===== src/rtl/spi_xfer_sequencer.sv =====
// Flash-style SPI transaction sequencer: frames cmd/address/dummy/data bytes onto the
// master byte engine and round-robin arbitrates it between the CSR path and the loader.
module spi_xfer_sequencer #(
    parameter int pAdrsBytes = 3,
    parameter int pLenBit    = 16,
    parameter int pCsGap     = 4
) (
    input  logic               iSysClk,
    input  logic               iSysRst,
    input  logic               iSPIEn,
    input  logic [1:0]         iReq,
    input  logic [7:0]         iCmd0,
    input  logic [7:0]         iCmd1,
    input  logic [31:0]        iAdrs0,
    input  logic [31:0]        iAdrs1,
    input  logic [3:0]         iDummy0,
    input  logic [3:0]         iDummy1,
    input  logic [pLenBit-1:0] iLen0,
    input  logic [pLenBit-1:0] iLen1,
    input  logic               iDir0,
    input  logic               iDir1,
    input  logic [7:0]         iWd,
    output logic [1:0]         oGnt,
    output logic               oWdAck,
    output logic [7:0]         oRd,
    output logic               oRVd,
    output logic [1:0]         oDone,
    output logic               oErr,
    output logic               oBusy,
    output logic [7:0]         oByteWd,
    output logic               oByteStart,
    input  logic               iByteDone,
    input  logic [7:0]         iByteRd,
    output logic               oSpiCs
);

    localparam int AW = pAdrsBytes * 8;

    localparam logic [2:0] S_IDLE  = 3'd0;
    localparam logic [2:0] S_GRANT = 3'd1;
    localparam logic [2:0] S_CMD   = 3'd2;
    localparam logic [2:0] S_ADR   = 3'd3;
    localparam logic [2:0] S_DUMMY = 3'd4;
    localparam logic [2:0] S_DATA  = 3'd5;
    localparam logic [2:0] S_CSEND = 3'd6;
    localparam logic [2:0] S_GAP   = 3'd7;

    localparam logic [pLenBit-1:0] LEN_ONE  = {{(pLenBit-1){1'b0}}, 1'b1};
    localparam logic [pLenBit-1:0] LEN_ZERO = '0;
    localparam logic [3:0]         GAP_LAST = 4'(pCsGap - 1);
    localparam logic [1:0]         ADR_LAST = 2'(pAdrsBytes - 1);

    logic [2:0]         state_q, state_d;
    logic [1:0]         gnt_q, gnt_d;
    logic               last_q, last_d;
    logic               cs_q, cs_d;
    logic               err_q, err_d;
    logic               pend_q, pend_d;
    logic               dir_q, dir_d;
    logic [pLenBit-1:0] len_q, len_d;
    logic [3:0]         dum_q, dum_d;
    logic [1:0]         idx_q, idx_d;
    logic [3:0]         gap_q, gap_d;
    logic [7:0]         cmd_q, cmd_d;
    logic [AW-1:0]      adr_q, adr_d;

    logic       in_phase, active, xfer, got, abort, win;
    logic [7:0] byte_sel;

    assign in_phase = (state_q == S_CMD) || (state_q == S_ADR) ||
                      (state_q == S_DUMMY) || (state_q == S_DATA);
    assign active   = (state_q != S_IDLE) && (state_q != S_GAP);
    assign xfer     = in_phase && !pend_q && iSPIEn;
    // Only a done that answers our own outstanding start counts; strays are dropped.
    assign got      = in_phase && pend_q && iByteDone && iSPIEn;
    assign abort    = active && !iSPIEn;
    assign win      = (iReq == 2'b11) ? ~last_q : iReq[1];

    always_comb begin
        state_d = state_q;
        gnt_d   = gnt_q;
        last_d  = last_q;
        cs_d    = cs_q;
        err_d   = err_q;
        pend_d  = pend_q;
        dir_d   = dir_q;
        len_d   = len_q;
        dum_d   = dum_q;
        idx_d   = idx_q;
        gap_d   = gap_q;
        cmd_d   = cmd_q;
        adr_d   = adr_q;

        if (xfer) pend_d = 1'b1;
        if (got)  pend_d = 1'b0;

        case (state_q)
            S_IDLE: begin
                if (iSPIEn && (iReq != 2'b00)) begin
                    state_d = S_GRANT;
                    gnt_d   = win ? 2'b10 : 2'b01;
                    last_d  = win;
                    cs_d    = 1'b1;
                    err_d   = 1'b0;
                    pend_d  = 1'b0;
                    idx_d   = 2'd0;
                    cmd_d   = win ? iCmd1 : iCmd0;
                    adr_d   = win ? iAdrs1[AW-1:0] : iAdrs0[AW-1:0];
                    dum_d   = win ? iDummy1 : iDummy0;
                    len_d   = win ? iLen1 : iLen0;
                    dir_d   = win ? iDir1 : iDir0;
                end
            end
            S_GRANT: state_d = S_CMD;
            S_CMD: begin
                if (got) state_d = S_ADR;
            end
            S_ADR: begin
                if (got) begin
                    adr_d = adr_q << 8;
                    idx_d = idx_q + 2'd1;
                    if (idx_q == ADR_LAST) begin
                        if (dum_q != 4'd0)         state_d = S_DUMMY;
                        else if (len_q != LEN_ZERO) state_d = S_DATA;
                        else                        state_d = S_CSEND;
                    end
                end
            end
            S_DUMMY: begin
                if (got) begin
                    dum_d = dum_q - 4'd1;
                    if (dum_q == 4'd1) state_d = (len_q != LEN_ZERO) ? S_DATA : S_CSEND;
                end
            end
            S_DATA: begin
                if (got) begin
                    len_d = len_q - LEN_ONE;
                    if (len_q == LEN_ONE) state_d = S_CSEND;
                end
            end
            S_CSEND: begin
                state_d = S_GAP;
                cs_d    = 1'b0;
                gap_d   = GAP_LAST;
            end
            default: begin
                if (gap_q == 4'd0) begin
                    state_d = S_IDLE;
                    gnt_d   = 2'b00;
                end else begin
                    gap_d = gap_q - 4'd1;
                end
            end
        endcase

        if (abort) begin
            state_d = S_GAP;
            cs_d    = 1'b0;
            pend_d  = 1'b0;
            err_d   = 1'b1;
            gap_d   = GAP_LAST;
        end
    end

    always_ff @(posedge iSysClk or negedge iSysRst) begin
        if (!iSysRst) begin
            state_q <= S_IDLE;
            gnt_q   <= 2'b00;
            last_q  <= 1'b1;
            cs_q    <= 1'b0;
            err_q   <= 1'b0;
            pend_q  <= 1'b0;
            dir_q   <= 1'b0;
            len_q   <= '0;
            dum_q   <= 4'd0;
            idx_q   <= 2'd0;
            gap_q   <= 4'd0;
        end else begin
            state_q <= state_d;
            gnt_q   <= gnt_d;
            last_q  <= last_d;
            cs_q    <= cs_d;
            err_q   <= err_d;
            pend_q  <= pend_d;
            dir_q   <= dir_d;
            len_q   <= len_d;
            dum_q   <= dum_d;
            idx_q   <= idx_d;
            gap_q   <= gap_d;
        end
    end

    // Byte payload registers; every output use is qualified by state, so no reset needed.
    always_ff @(posedge iSysClk) begin
        cmd_q <= cmd_d;
        adr_q <= adr_d;
    end

    always_comb begin
        byte_sel = 8'h00;
        case (state_q)
            S_CMD:   byte_sel = cmd_q;
            S_ADR:   byte_sel = adr_q[AW-1 -: 8];
            S_DATA:  byte_sel = dir_q ? iWd : 8'h00;
            default: byte_sel = 8'h00;
        endcase
    end

    assign oGnt       = gnt_q;
    assign oBusy      = |gnt_q;
    assign oSpiCs     = cs_q;
    assign oByteStart = xfer;
    assign oByteWd    = xfer ? byte_sel : 8'h00;
    assign oWdAck     = xfer && (state_q == S_DATA) && dir_q;
    assign oRVd       = got && (state_q == S_DATA) && !dir_q;
    assign oRd        = oRVd ? iByteRd : 8'h00;
    assign oDone      = ((state_q == S_GAP) && (gap_q == 4'd0)) ? gnt_q : 2'b00;
    assign oErr       = (oDone != 2'b00) && err_q;

endmodule

===== config.mk =====
export PLATFORM = sky130hd
export DESIGN_NAME = spi_xfer_sequencer
export DESIGN_NICKNAME = d
export VERILOG_FILES = /design/src/rtl/spi_xfer_sequencer.sv
export SDC_FILE = /design/constraint.sdc
export NUM_CORES = 1
export LEC_CHECK = 0
export ABC_AREA = 0
export BUFFER_PORTS_ARGS = -buffer_cell sky130_fd_sc_hd__buf_2
export CORE_MARGIN = 2
export CORE_UTILIZATION = 45
export CTS_CLUSTER_DIAMETER = 50
export DETAILED_ROUTE_END_ITERATION = 16
export PLACE_DENSITY = 0.85
export SLEW_MARGIN = 0
export SYNTH_ARGS = -nofsm -noshare
export SYNTH_HDL_FRONTEND = slang
export SYNTH_SLANG_ARGS = --single-unit
export TNS_END_PERCENT = 5

===== constraint.sdc =====
create_clock -name iSysClk -period 3 [get_ports iSysClk]
set_input_delay 0.15 -clock iSysClk [delete_from_list [all_inputs] [get_ports iSysClk]]
set_output_delay 0.15 -clock iSysClk [all_outputs]
set_load 0.05 [all_outputs]

# Yosys cells after proc, flatten, opt, wreduce, memory -nomap -nowiden
# Index checks and enable logic that the tools add are counted.
[op_classes]
order_cmp = 0
shift = 0
reduce_logical = 47
mux = 54
add_sub_neg = 4
n_bitwise = 2
n_eq_ne = 26
n_mul = 0
div = 0
[ops]
columns = ["op", "n"]
rows = [
  ["$mux W24", 3],
  ["$mux W16", 3],
  ["$pmux W24 S2", 1],
  ["$mux W8", 4],
  ["$pmux W16 S2", 1],
  ["$mux W3", 10],
  ["$pmux W8 S3", 1],
  ["$ne A3 B3 Y1 const B", 7],
  ["$pmux W3 S7", 1],
  ["$mux W4", 5],
  ["$eq A16 B1 Y1 const B", 1],
  ["$mux W2", 8],
  ["$pmux W4 S2", 2],
  ["$reduce_bool A16 Y1", 1],
  ["$reduce_bool A2 Y1", 8],
  ["$sub A16 B1 Y16 const B", 1],
  ["$logic_and A1 B1 Y1", 14],
  ["$eq A3 B3 Y1 const B", 4],
  ["$mux W1", 12],
  ["$reduce_and A3 Y1", 4],
  ["$reduce_or A6 Y1", 2],
  ["$ne A3 B2 Y1 const B", 3],
  ["$reduce_and A9 Y1", 1],
  ["$reduce_bool A9 Y1", 1],
  ["other kinds (19)", 35],
]
[word_totals]
mem_bits_ro = 0
ram_bits = 0
wordCells = 146
latchBits = 0
register_bits = 68
n_memories = 0

# Longest topological paths before layout
[depth]
ltp_word = 11
depth_mapped = 8

# Least setup slack after synthesis
# OpenSTA, ideal clock, no wires.
[synth_timing]
path_type = "flip-flop to output port"
from = "register state_q[1]"
to = "output oByteWd[0]"
setup_slack_ns = 0.206
stages_incl_launch_ff = 6
t_arrival_ns = 2.644
t_required_ns = 2.850
n_path_buf = 0
cell_sequence = "dfrtp_1 > ha_1 > nand2_1 > nor2_1 > o21ai_1 > nor2_1"
[synth_via]
elab_chain_len = 7
word_cells_on_any_way = 11
cone_classes = "eq/ne: 4; mux: 2; reduce/logical: 5"
[synth_rtl]
columns = ["item", "line", "rtl"]
rows = [
  ["from (decl)", "53", "logic [2:0] state_q, state_d;"],
  ["from (signal assigned)", "179", "state_q <= state_d;"],
  ["$eq A3 B2 Y1", "70", "assign in_phase = (state_q == S_CMD) || (state_q == S_ADR) ||"],
  ["$logic_or A1 B1 Y1 (2 in series)", "70", ""],
  ["$logic_or A1 B1 Y1 (*)", "71", "(state_q == S_DUMMY) || (state_q == S_DATA);"],
  ["$logic_and A1 B1 Y1 (*) (2 in series)", "73", "assign xfer = in_phase && !pend_q && iSPIEn;"],
  ["net oByteStart", "31", "output logic oByteStart,"],
  ["$mux W8 (*)", "213", "assign oByteWd = xfer ? byte_sel : 8'h00;"],
  ["to (decl)", "30", "output logic [7:0] oByteWd,"],
]
# Mark *: on every way through the listed nets, which the timed path passes. The rest lies on a longest branch.

# Worst setup path after layout
[layout_timing]
from = "register state_q[1]"
to = "output oRd[0]"
[layout_via]
elab_chain_len = 10
word_cells_on_any_way = 13
cone_classes = "eq/ne: 4; mux: 1; reduce/logical: 8"
[layout_rtl]
columns = ["item", "line", "rtl"]
rows = [
  ["$eq A3 B2 Y1", "70", ""],
  ["$logic_or A1 B1 Y1 (2 in series)", "70", ""],
  ["$logic_or A1 B1 Y1", "71", ""],
  ["$logic_and A1 B1 Y1 (3 in series)", "75", "assign got = in_phase && pend_q && iByteDone && iSPIEn;"],
  ["$logic_and A1 B1 Y1 (*) (2 in series)", "215", "assign oRVd = got && (state_q == S_DATA) && !dir_q;"],
  ["$mux W8 (*)", "216", "assign oRd = oRVd ? iByteRd : 8'h00;"],
  ["to (decl)", "25", "output logic [7:0] oRd,"],
]
# Every way passes the cells marked *; elsewhere a longest branch is shown, timed or not.

==> results list <==
- # fillers: between 800 and 900
* Worst hold stages: 3
- Post-layout util: about 57%
- Core area: 9680 sq um
* Wire length per cell: roughly 14 um
- Crit Path Category: reg2out
- The number of antenna violations at the first check in global routing is 0.
- Final min period: approximately 2.7 ns
* Clk pin slew, worst setup/hold paths: around 0.08 ns
- STA classifies the critical path startpoint as a register.
- Data on the critical path is required at its endpoint by roughly 2.9 ns.
* Overflow after GRT: 0
* Leading register cell type out of synthesis: sky130_fd_sc_hd__dfrtp_1
* Endpoint of the worst register-to-register path: len_q[2]
- The via count of the first global-routing pass came to just over 4000.
- Of the total power, the clock network draws about a fifth.
- Summed over all layers, the routed wires come to 11.8 mm.
- The tool flagged a number of max-cap violations equal to 0.
- For the final routed database, the setup TNS stands at 0 ns.
- Gpl congestion: about 0.89
* IO buf count: 153
- Syn Std Cell Area: roughly 4400 sq um
* Count of routing violations after the opening detailed-route iteration: 260
- Switching power summed over all nets: around 1.8 mW
- The worst setup path is captured at an output port.
- On the worst path, the slowest cell contributes a delay of a little over 0.4 ns.
* Master cell of the clock root buffer: sky130_fd_sc_hd__clkbuf_8
- Of all flip-flops after synthesis, the portion carrying an async set or reset was 52.9%.
- In this run the count of I/O pins placed on the die edge is 170.
- Vias: around 4500
* Worst path buffer plus inverter count: 1
- Tightest Pin Transition: between 0.8 and 0.9 ns
* Number of hold-slack violations in the final timing report: 0
* Number of optimization iterations in the first detailed-route pass: 5
- The longest clock path from root to sink contains 2 buffers.
* Clock Sinks: slightly below 70
* Outcome: finished clean
- Unrepaired setup endpoints after global routing: false
- From bottom edge to top edge, the die measures slightly above 100 um.
* Sequential share of the synthesized area: 42.0%
- Worst-path fanout max: 9
- Net switching fraction of the power: around 43%
- CP cell instances: ha_1 -> and4_1 -> nand2_1 -> nor2_1 -> and2_1 -> buf_2
* Most frequent cells in the layout: 153 x sky130_fd_sc_hd__buf_2, 131 x sky130_fd_sc_hd__nand2_1, 60 x sky130_fd_sc_hd__nor2_1
* Ant. Diodes: 0
* YS warnings: 0
- In this run the static leakage power is 2.60 nW.
- The startpoint identified for the worst register-to-register timing path is state_q[1].
- Final count of pins violating max slew: 0
- Final Cell Area: between 5000 and 6000 sq um
* Maximum resistive drop on vdd: around 0.32 mV
- The first global-routing pass estimated approximately 19 mm of wire.
- Counting cells, the worst reg-to-reg path comes to 6.
- Most common cell after layout, fill and taps aside: sky130_fd_sc_hd__buf_2
- In this run the number of H-tree levels came out at 3.
* Leading post-synthesis cells by cell area: sky130_fd_sc_hd__edfxtp_1 22%, sky130_fd_sc_hd__dfrtp_1 20%, sky130_fd_sc_hd__nand2_1 11%, sky130_fd_sc_hd__nor2_1 5.1%, sky130_fd_sc_hd__a21oi_1 4.8%
- Worst hold endpoint: len_q[5]
* Number of CTS-inserted buffers: 9
- Combinational cell fraction of total power: between 40% and 50%
- The initial utilization of the core area, before any placement, comes to ~46%.
- Registers are responsible for a little over a third of the overall power.
- Arrival time at the worst endpoint: around 2.5 ns
- Yosys mapped the design onto 70 distinct sky130hd cell types.
- Highest clock frequency the design can meet: between 300 and 400 MHz
- Syn_nets: 691
* Fraction of the cycle the final worst path needs: between 80% and 90%
* Die Outline Area: 10700 sq um
- Entering global routing, the biggest net connects 37 pins.
- Internal power consumption: between 2 and 2.5 mW
* Worst setup skew after layout: about 0.011 ns
- The detail route stage leaves a number of antenna-violating nets equal to 0.
- In the global route stage, overall resource usage came out at between 20 and 25%.
- After floorplanning, the core was divided into 36 placement rows.
- Cells with a size suffix above 1 make up roughly 30% of the layout.
- Cell taking the most area after synthesis: sky130_fd_sc_hd__edfxtp_1
- DR vias/cell: around 5.5
- Power density of the placed cells: between 700 and 800 nW/um^2
- HP Start: iLen1[5]
* Flip-flop and latch count after synthesis: 68
- Slew HR: a little under half
- Setup violations remaining at the end of the flow were counted as 0.
* Number of flops mapped to enable cells by yosys: 32
* R2R setup slack: just over 0.7 ns
* Class of the worst hold path: in2reg
- After detailed routing, the number of remaining DRC violations is 0.
* Horizontal extent of the die: about 100 um
- Gate family responsible for the most delay along the worst path: simple AND/OR/NAND/NOR gates
- Relative to the synthesized area, the layout overhead comes to 24.7%.
- Crit path max-delay cell type: sky130_fd_sc_hd__nor2_1
- Placed cell areas: ~5300 sq um
* Estimated wirelength of the detail-placed design: slightly below 9 mm
* Fraction of post-synthesis cell area in the top cell type by area: 21.7%
* TritonCTS clock tree: built
* Avg Cell Area, Syn: just over 8 sq um
- Later-pin clock latency in the skew report: between 0.3 and 0.4 ns
- For this run, the post-layout net count is 835.
- Gate count after technology mapping: ~540
## cells in the mapped netlist (2+ instances only)
cell	instances
sky130_fd_sc_hd__nor3b_1	2
sky130_fd_sc_hd__dfrtp_1	35
sky130_fd_sc_hd__o21a_1	2
sky130_fd_sc_hd__a32o_1	2
sky130_fd_sc_hd__buf_2	11
sky130_fd_sc_hd__o21ai_1	8
sky130_fd_sc_hd__nor2_1	60
sky130_fd_sc_hd__and3b_1	3
sky130_fd_sc_hd__nand4_1	5
sky130_fd_sc_hd__nor4_2	3
sky130_fd_sc_hd__nand2_2	2
sky130_fd_sc_hd__nor3_1	12
sky130_fd_sc_hd__and3_1	5
sky130_fd_sc_hd__nand3_1	20
sky130_fd_sc_hd__buf_6	4
sky130_fd_sc_hd__mux2_1	3
sky130_fd_sc_hd__o32ai_1	2
sky130_fd_sc_hd__ha_1	10
sky130_fd_sc_hd__nand2_1	131
sky130_fd_sc_hd__clkbuf_1	14
sky130_fd_sc_hd__o21bai_1	2
sky130_fd_sc_hd__mux2i_1	12
sky130_fd_sc_hd__nor4_1	2
sky130_fd_sc_hd__and4_1	2
sky130_fd_sc_hd__a21oi_1	43
sky130_fd_sc_hd__and2_1	9
sky130_fd_sc_hd__nand2b_1	3
sky130_fd_sc_hd__nand4b_1	2
sky130_fd_sc_hd__inv_1	12
sky130_fd_sc_hd__a31oi_1	22
sky130_fd_sc_hd__o21ai_0	24
sky130_fd_sc_hd__edfxtp_1	32
## layer usage
layer  share of wire [%]  global-route usage (%)
met5                   0                       0
met4                 3.6                    11.3
met3                 5.8                    3.90
met2                  51                    37.9
met1                  40                    28.3
## per-stage QoR
step / hold WS, ns / setup slack [ns] / cells / total power, mW
after floorplan: -0.146 / 0.206 / 537 / 2.91
after global placement: 0.278 / 0.837 / 802 / 3.28
after detailed placement: 0.279 / 0.721 / 802 / 3.38
after CTS: 0.0450 / 0.348 / 819 / 4.23
after global routing: 0.0566 / 0.161 / 819 / 4.55
final: 0.0516 / 0.316 / 819 / 4.25
## cell families after synthesis
group | after synthesis | synth area share, %
adders and majority gates | 10 | 2.82
DFF | 68 | 42.0
AOI/OAI and AO/OA | 121 | 16.9
and+or+nand+nor | 278 | 29.7
muxes | 15 | 3.47
xor gates and xnor gates | 1 | 0.197
buffers and inverters | 44 | 4.93
## power groups by stage
stage / sequential [mW] / combinational, mW / clock (mW)
2_1_floorplan: 1.46 / 1.45 / 0
4_1_cts: 1.47 / 1.90 / 0.854
3_5_place_dp: 1.49 / 1.89 / 0
6_report: 1.48 / 1.92 / 0.851
5_1_grt: 1.51 / 2.13 / 0.901
3_3_place_gp: 1.47 / 1.81 / 0
## state kept, by name, indices dropped and copies added (netlist names)
signal   cells
pend_q       1
adr_q       24
state_q      3
err_q        1
gap_q        4
oGnt         2
dir_q        1
oSpiCs       1
dum_q        4
last_q       1
cmd_q        8
len_q       16
idx_q        2
## how the worst max path moves through the flow
stage	from	end	slack, ns	cells past startpoint
after floorplan	state_q[1]	oByteWd[0]	0.21	5
after global placement	state_q[1]	oRd[1]	0.84	6
after CTS	state_q[1]	oRd[0]	0.35	6
after global routing	state_q[1]	oRd[0]	0.16	6
after detailed placement	state_q[1]	oRd[0]	0.72	6
final	state_q[1]	oRd[0]	0.32	6
## worst min-delay path, cell delays in order
cell,delay [ns]
sky130_fd_sc_hd__buf_2,0.10
sky130_fd_sc_hd__nand2_1,0.05
sky130_fd_sc_hd__a31oi_1,0.07
## layout make-up
cell class              count  area, sq um  area share [%]
flip-flops and latches     68         1860            33.7
inverters                  13         48.8           0.882
multi-input cells         425         2370            42.8
clock buffers               9          124            2.24
well taps                 133          166            3.01
clock inverters             7         98.8            1.79
repair buffers            164          863            15.6
## what timing repair did
item	in CTS	in global routing
hold endpoints to repair	35	0
setup buffers	0	0
resized for setup	0	0
endpoints found under the setup margin	0	0
hold buffers	1	0
Note: power is estimated with default switching activity, not from simulation.
